`config.mk`:
```
export PLATFORM = sky130hd
export DESIGN_NAME = button_debouncer
export DESIGN_NICKNAME = d
export VERILOG_FILES = /design/src/rtl/debounce_pkg.sv /design/src/rtl/sync_2ff.sv /design/src/rtl/button_debouncer.sv
export SDC_FILE = /design/constraint.sdc
export NUM_CORES = 1
export LEC_CHECK = 0
export ABC_AREA = 1
export BUFFER_PORTS_ARGS = -buffer_cell sky130_fd_sc_hd__buf_2
export CAP_MARGIN = 40
export CORE_UTILIZATION = 40
export DETAILED_ROUTE_END_ITERATION = 10
export GPL_TIMING_DRIVEN = 0
export RECOVER_POWER = 25
export SLEW_MARGIN = 20
export SYNTH_ARGS = -nofsm -noshare
export SYNTH_HDL_FRONTEND = slang
export SYNTH_SLANG_ARGS = --single-unit
```
`constraint.sdc`:
```
create_clock -name clk -period 4.4 [get_ports clk]
set_clock_uncertainty 0.15 [all_clocks]
set_input_delay 1.1 -clock clk [delete_from_list [all_inputs] [get_ports clk]]
set_output_delay 1.1 -clock clk [all_outputs]
set_load 0.005 [all_outputs]
```
`src/rtl/debounce_pkg.sv`:
```
`default_nettype none
// ============================================================================
// Module   : debounce_pkg
// Brief    : Shared types and constants for the button debouncer slice:
//            FSM state encoding, default timing parameters and the
//            saturation limit of the optional glitch counter.
// Revision : 1.0 - initial release
// ============================================================================
package debounce_pkg;

  // Debounce FSM states; encoding is fixed so it can be probed externally.
  typedef enum logic [1:0] {
    S_LOW       = 2'd0,
    S_WAIT_HIGH = 2'd1,
    S_HIGH      = 2'd2,
    S_WAIT_LOW  = 2'd3
  } state_t;

  // 500000 cycles is ~10 ms at 50 MHz, a typical mechanical bounce window.
  localparam int DEFAULT_STABLE_CYCLES = 500000;
  localparam int DEFAULT_CNT_WIDTH     = 20;

  // Glitch counter saturates here rather than wrapping.
  localparam logic [7:0] GLITCH_CNT_MAX = 8'd255;

endpackage : debounce_pkg
`default_nettype wire

```
`src/rtl/sync_2ff.sv`:
```
`default_nettype none
// ============================================================================
// Module   : sync_2ff
// Brief    : Two-flop synchroniser for a single asynchronous level. Both
//            stages clear to 0 on the asynchronous active-low reset. Also
//            suitable for the UART RX line.
// Revision : 1.0 - initial release
// ============================================================================
module sync_2ff (
  input  logic clk,
  input  logic reset,
  input  logic d,
  output logic q
);

  logic sync1;

  // Two back-to-back flops give the first stage a full cycle to resolve.
  always_ff @(posedge clk or negedge reset) begin
    if (!reset) begin
      sync1 <= 1'b0;
      q     <= 1'b0;
    end else begin
      sync1 <= d;
      q     <= sync1;
    end
  end

endmodule : sync_2ff
`default_nettype wire

```
`src/rtl/button_debouncer.sv`:
```
`default_nettype none
// ============================================================================
// Module   : button_debouncer
// Brief    : Synchronises a raw asynchronous level and only passes a new
//            level to signal_out once it has held for STABLE_CYCLES samples
//            beyond the first. Shorter excursions are dropped as glitches.
//            Optional feature macro: BUTTON_DEBOUNCER_GLITCH_COUNT_EN adds a
//            saturating 8-bit count of rejected glitches on glitch_count.
// Revision : 1.0 - initial release
// ============================================================================
module button_debouncer
  import debounce_pkg::*;
#(
  parameter int STABLE_CYCLES = DEFAULT_STABLE_CYCLES,
  parameter int CNT_WIDTH     = DEFAULT_CNT_WIDTH
) (
  input  logic       clk,
  input  logic       reset,
  input  logic       signal_in,
`ifdef BUTTON_DEBOUNCER_GLITCH_COUNT_EN
  output logic [7:0] glitch_count,
`endif
  output logic       signal_out
);

  localparam logic [CNT_WIDTH-1:0] CNT_TARGET = CNT_WIDTH'(STABLE_CYCLES);
  localparam logic [CNT_WIDTH-1:0] CNT_ONE    = CNT_WIDTH'(1);
  localparam logic [CNT_WIDTH-1:0] CNT_ZERO   = '0;

  logic                 sync_level;
  state_t               state;
  state_t               state_nxt;
  logic [CNT_WIDTH-1:0] cnt;
  logic [CNT_WIDTH-1:0] cnt_nxt;
  logic                 out_nxt;

  sync_2ff u_sync (
    .clk   (clk),
    .reset (reset),
    .d     (signal_in),
    .q     (sync_level)
  );

  // State, stability counter and the registered output level.
  always_ff @(posedge clk or negedge reset) begin
    if (!reset) begin
      state      <= S_LOW;
      cnt        <= CNT_ZERO;
      signal_out <= 1'b0;
    end else begin
      state      <= state_nxt;
      cnt        <= cnt_nxt;
      signal_out <= out_nxt;
    end
  end

  // Next-state logic: a wait state either restarts on bounce or accepts
  // once cnt has reached the target with the new level still present.
  always_comb begin
    state_nxt = state;
    cnt_nxt   = cnt;
    out_nxt   = signal_out;
    case (state)
      S_LOW: begin
        if (sync_level) begin
          state_nxt = S_WAIT_HIGH;
          cnt_nxt   = CNT_ONE;
        end
      end
      S_WAIT_HIGH: begin
        if (!sync_level) begin
          state_nxt = S_LOW;
          cnt_nxt   = CNT_ZERO;
        end else if (cnt == CNT_TARGET) begin
          state_nxt = S_HIGH;
          out_nxt   = 1'b1;
          cnt_nxt   = CNT_ZERO;
        end else begin
          cnt_nxt   = cnt + CNT_ONE;
        end
      end
      S_HIGH: begin
        if (!sync_level) begin
          state_nxt = S_WAIT_LOW;
          cnt_nxt   = CNT_ONE;
        end
      end
      S_WAIT_LOW: begin
        if (sync_level) begin
          state_nxt = S_HIGH;
          cnt_nxt   = CNT_ZERO;
        end else if (cnt == CNT_TARGET) begin
          state_nxt = S_LOW;
          out_nxt   = 1'b0;
          cnt_nxt   = CNT_ZERO;
        end else begin
          cnt_nxt   = cnt + CNT_ONE;
        end
      end
      default: begin
        state_nxt = S_LOW;
        cnt_nxt   = CNT_ZERO;
        out_nxt   = 1'b0;
      end
    endcase
  end

`ifdef BUTTON_DEBOUNCER_GLITCH_COUNT_EN
  logic glitch_reject;

  // A rejection is any wait state falling back to the current stable level.
  assign glitch_reject = ((state == S_WAIT_HIGH) && !sync_level) ||
                         ((state == S_WAIT_LOW)  &&  sync_level);

  // Saturating count of rejected glitches.
  always_ff @(posedge clk or negedge reset) begin
    if (!reset) begin
      glitch_count <= 8'd0;
    end else if (glitch_reject && (glitch_count != GLITCH_CNT_MAX)) begin
      glitch_count <= glitch_count + 8'd1;
    end
  end
`endif

endmodule : button_debouncer
`default_nettype wire
```
== Word level (Yosys, flattened, before mapping) ==
Index checks and enable logic that the tools add are counted.
Storage, ports and cells
  register bits: 25
  logic and storage cells: 41
  input bits: 3
  output and inout bits: 1
Cells by class
  mux-type cells: 18
  reductions and logical operators: 5
  equality and inequality tests: 12
  $add $sub $neg: 1
Operators by type and width (number)
  $mux 20: 5
  $pmux 20 s4: 1
  $add 20x1->20 const B: 1
  $eq 20x19->1 const B: 1
  $mux 2: 6
  $ne 2x2->1 const B: 4
  $pmux 2 s4: 1
  $reduce_and 5->1: 1
  $eq 2x2->1 const B: 2
  $mux 1: 4
  $ne 2x1->1 const B: 2
  $reduce_and 4->1: 1
  $ne 3x2->1 const B: 1
  $ne 3x3->1 const B: 1
  $eq 2x1->1 const B: 1
  $logic_not 2->1: 1
  $pmux 1 s2: 1
  $reduce_and 2->1: 1
  $reduce_bool 2->1: 1

== Longest topological paths before layout ==
  word-level depth: 4
  mapped depth: 10
  depth with buffers taken out: 10

== Hierarchy ==
Synthesis repeated with hierarchy kept, for this count alone.
Unflattened totals
  cell total of the unflattened synthesis: 245
  area total of the unflattened synthesis: 1672.9 µm²
By module, submodules not included
  button_debouncer: area each 1622.8 µm², cells each 243, times used 1, seq. area each 575.6 µm²
  sync_2ff: area each 50.0 µm², cells each 2, times used 1, seq. area each 50.0 µm²

== Worst setup path before layout ==
No wires, ideal clock.
  path kind: register -> output
  from: register signal_out
  to: output signal_out
  data required time: 3.150 ns
  stages on the path, launching flop included: 1
  setup slack: 2.792 ns
  arrival: 0.358 ns
  cell sequence: dfrtp_1
RTL lines
  start: declaration: line button_debouncer.sv:23  | output logic signal_out
  start signal: assignment: line button_debouncer.sv:53  | signal_out <= out_nxt;
No word-level cell between the ends.

==> impl_metrics.prom <==
# TYPE chip_impl_metric gauge
chip_impl_metric{name="power.density",unit="nW/um^2"} 381
chip_impl_metric{name="transition_time_of_the_tightest_slew_check_pin",unit="ns"} 1.35
chip_impl_metric{name="maxSlewHeadroom",unit=""} 0.102
chip_impl_info{name="mostFrequentLayoutCells",value="46 x nand2_1, 25 x dfrtp_1, 22 x inv_1"} 1
chip_impl_metric{name="final_core_utilization",unit=""} 0.454
chip_impl_info{name="hold_path_class",value="flop to flop"} 1
chip_impl_metric{name="placement.io_buffers",unit=""} 3
chip_impl_metric{name="drtPass1Iterations",unit=""} 4
chip_impl_metric{name="cts_max_path_buffers",unit=""} 2
chip_impl_metric{name="initial_detailed_routing_violation_count",unit=""} 22
chip_impl_metric{name="grt_util_all_layers",unit=""} 0.181
chip_impl_metric{name="tritoncts_num_sinks",unit=""} 25
chip_impl_metric{name="finalWorstSetupSlack",unit="ns"} 2.35
chip_impl_metric{name="clock_latency",unit="ns"} 0.27
chip_impl_metric{name="critical_path_peak_fanout",unit=""} 25
chip_impl_metric{name="count_of_hold_fix_buffers_inserted_at_cts",unit=""} 0
chip_impl_metric{name="std_cell_rows",unit=""} 22
chip_impl_metric{name="post_synth_inst_count",unit=""} 197
chip_impl_metric{name="syn-cell-area",unit="um^2"} 1560
chip_impl_metric{name="clk_pin_slew",unit="ns"} 0.09
chip_impl_metric{name="vdd_ir_drop_max",unit="V"} 0.000284
chip_impl_metric{name="ys_seq_elements",unit=""} 25
chip_impl_metric{name="ratio_of_cells_with_drive_above_1_in_the_final_layout",unit=""} 0.216
chip_impl_metric{name="place_worst_setup_slack",unit="ns"} 2.62
chip_impl_metric{name="post-cts-setup-buffer-count",unit=""} 0
chip_impl_metric{name="cp.required",unit="ns"} 4.42
chip_impl_metric{name="first_pass_grt_wire_length",unit="mm"} 5.74
chip_impl_info{name="status",value="finished clean"} 1
chip_impl_metric{name="wirelength",unit="mm"} 3.12
chip_impl_metric{name="setup-tns-final",unit="ns"} 0
chip_impl_metric{name="grt_pass1_vias",unit=""} 1233
chip_impl_info{name="synth.largest_area_cell",value="dfrtp_1"} 1
chip_impl_info{name="critical-path-slowest-cell",value="clkbuf_1"} 1
chip_impl_info{name="clk_root_buffer_cell",value="clkbuf_8"} 1
chip_impl_metric{name="post-route-drc-count",unit=""} 0
chip_impl_metric{name="final-setup-viol-count",unit=""} 0
chip_impl_info{name="delay_heaviest_family_cp",value="buffers and inverters"} 1
chip_impl_metric{name="dp.final_hpwl",unit="mm"} 2.29
chip_impl_metric{name="wl_per_cell",unit="um"} 12.4
chip_impl_metric{name="drv_slew",unit=""} 0
chip_impl_metric{name="diodes",unit=""} 0
chip_impl_metric{name="drt.antenna.violating_nets",unit=""} 0
chip_impl_metric{name="crit_path_max_incr_delay",unit="ns"} 0.96
chip_impl_metric{name="syn-mean-instance-area",unit="um^2"} 7.89
chip_impl_metric{name="max_cap_viol_count",unit=""} 0
chip_impl_info{name="path_cells",value="clkbuf_1"} 1
chip_impl_metric{name="grt_start_max_net_pins",unit=""} 26
chip_impl_metric{name="crit_arrival",unit="ns"} 2.07
chip_impl_metric{name="timing.fmax",unit="GHz"} 0.488
chip_impl_info{name="most_frequent_standard_cell_in_the_layout_excluding_fill_and_tap_cells",value="nand2_1"} 1
chip_impl_metric{name="routed-via-count",unit=""} 1206
chip_impl_metric{name="htree_levels",unit=""} 1
chip_impl_info{name="rsz0062_at_grt",value="no"} 1
chip_impl_metric{name="post-route-min-period",unit="ns"} 2.05
chip_impl_metric{name="hold_violations",unit=""} 0
chip_impl_metric{name="grt_antenna_before_repair",unit=""} 0
chip_impl_metric{name="cp.buffers_inverters",unit=""} 1
chip_impl_metric{name="gpl.final_weighted_congestion",unit=""} 0.849
chip_impl_metric{name="core_area",unit="um^2"} 3690
chip_impl_metric{name="numPlacedInstances",unit=""} 248
chip_impl_info{name="cts_tree",value="yes"} 1
chip_impl_metric{name="post-synth-top-area-fraction",unit=""} 0.402
chip_impl_metric{name="floorplan.io_pins",unit=""} 4
chip_impl_metric{name="routed_via_density",unit=""} 4.79
chip_impl_metric{name="fin_crit_sh",unit=""} 0.466
chip_impl_metric{name="final-instance-count-excl-fill",unit=""} 252
chip_impl_metric{name="die_x",unit="um"} 64.4
chip_impl_metric{name="cts-buffers-inserted",unit=""} 3
chip_impl_info{name="timing.critical_path.from_type",value="input pin"} 1
chip_impl_metric{name="area_growth",unit="%"} 7.64
chip_impl_metric{name="synth_cell_types",unit=""} 28
chip_impl_metric{name="leakage_component_of_the_power",unit="nW"} 0.686
chip_impl_metric{name="yosysWarningCount",unit=""} 0
chip_impl_metric{name="die-area",unit="um^2"} 4140
chip_impl_metric{name="cts_resized",unit=""} 0
chip_impl_metric{name="portion_of_the_post_synthesis_area_used_by_sequential_elements",unit=""} 0.402
chip_impl_metric{name="die_h",unit="um"} 64.4
chip_impl_metric{name="design.final.nets",unit=""} 210
chip_impl_info{name="setup.worst_path.class",value="input pin to async pin"} 1
chip_impl_metric{name="placedInstanceArea",unit="um^2"} 1630
chip_impl_metric{name="initial_core_utilization",unit=""} 0.422
chip_impl_info{name="setup.worst_path.end_class",value="async pin"} 1
chip_impl_metric{name="stdcell_area",unit="um^2"} 1670
chip_impl_metric{name="gr-total-overflow",unit=""} 0
chip_impl_metric{name="synth_fp_nets",unit=""} 202
chip_impl_info{name="netlist_top_cells_area",value="dfrtp_1 40%, nand2_1 11%, inv_1 5.3%"} 1
==> per-stage QoR <==
| stage | total power, mW | hold WS, ns |
|---|---|---|
| 3_5_place_dp | 0.504 | 0.195 |
| 5_1_grt | 0.686 | 0.221 |
| 3_3_place_gp | 0.503 | 0.194 |
| 2_1_floorplan | 0.450 | 0.181 |
| 6_report | 0.638 | 0.211 |
| 4_1_cts | 0.646 | 0.215 |
==> registers in the layout, indices dropped and copies added (netlist names), named ones only <==
signal        count
u_sync.q          1
state             1
u_sync.sync1      1
cnt              20
signal_out        1
==> per-layer routing <==
metal | global-route usage | part of all wire
met4 | 0.0694 | 0.016
met1 | 0.254 | 0.51
met3 | 0.0321 | 0.030
met5 | 0 | 0
met2 | 0.275 | 0.45
==> power breakdown <==
group	internal, mW	switching, mW	total [mW]
sequential	0.251	0.0219	0.273
clock	0.0649	0.0764	0.141
combinational	0.0728	0.151	0.224
==> cells by family (layout without fill, tap and decap cells) <==
kind of cell,Yosys count,after routing,synth area share
flip-flops,25,25,0.402
AND/OR/NAND/NOR,102,102,0.341
XOR/XNOR,7,7,0.0394
AO/OA/AOI/OAI,30,30,0.117
buffers and inverters,31,38,0.0837
adder cells (fa/ha/maj),2,2,0.0161
==> final cells by class <==
cell class | count | area (um^2)
buffer | 2 | 18.8
clock buffer | 4 | 45.0
fill | 386 | 2010
inverter | 29 | 111
multi-input combinational | 141 | 800
sequential | 25 | 626
tap | 48 | 60.1
timing repair buffer | 3 | 13.8
==> Yosys cell counts <==
cell type / count
a21oi_1: 6
a21oi_2: 1
buf_8: 1
clkbuf_1: 1
dfrtp_1: 25
ha_1: 2
inv_1: 22
inv_2: 6
inv_4: 1
nand2_1: 46
nand2_2: 10
nand2_4: 1
nand3_1: 9
nand3_2: 4
nand3b_1: 2
nand4_1: 1
nor2_1: 16
nor2_2: 5
nor2_4: 5
nor2_8: 1
nor3_1: 2
o21ai_0: 6
o21ai_1: 8
o21ai_2: 3
o21ai_4: 1
o22ai_1: 5
xnor2_1: 1
xor2_1: 6
==> final timing paths <==
path                              startpoint          to  slack (ns)  depth (start not counted)
worst min-delay path            u_sync.sync1    u_sync.q        0.21                          0
worst max-delay path                   reset      cnt[0]        2.35                          1
min in group asynchronous              reset     cnt[10]        0.96                          1
worst min register to register  u_sync.sync1    u_sync.q        0.21                          0
worst max register to register        cnt[0]     cnt[14]        2.59                         10
max in group clk                  signal_out  signal_out        2.37                          1
No activity file was read; power rests on OpenSTA's default activity.
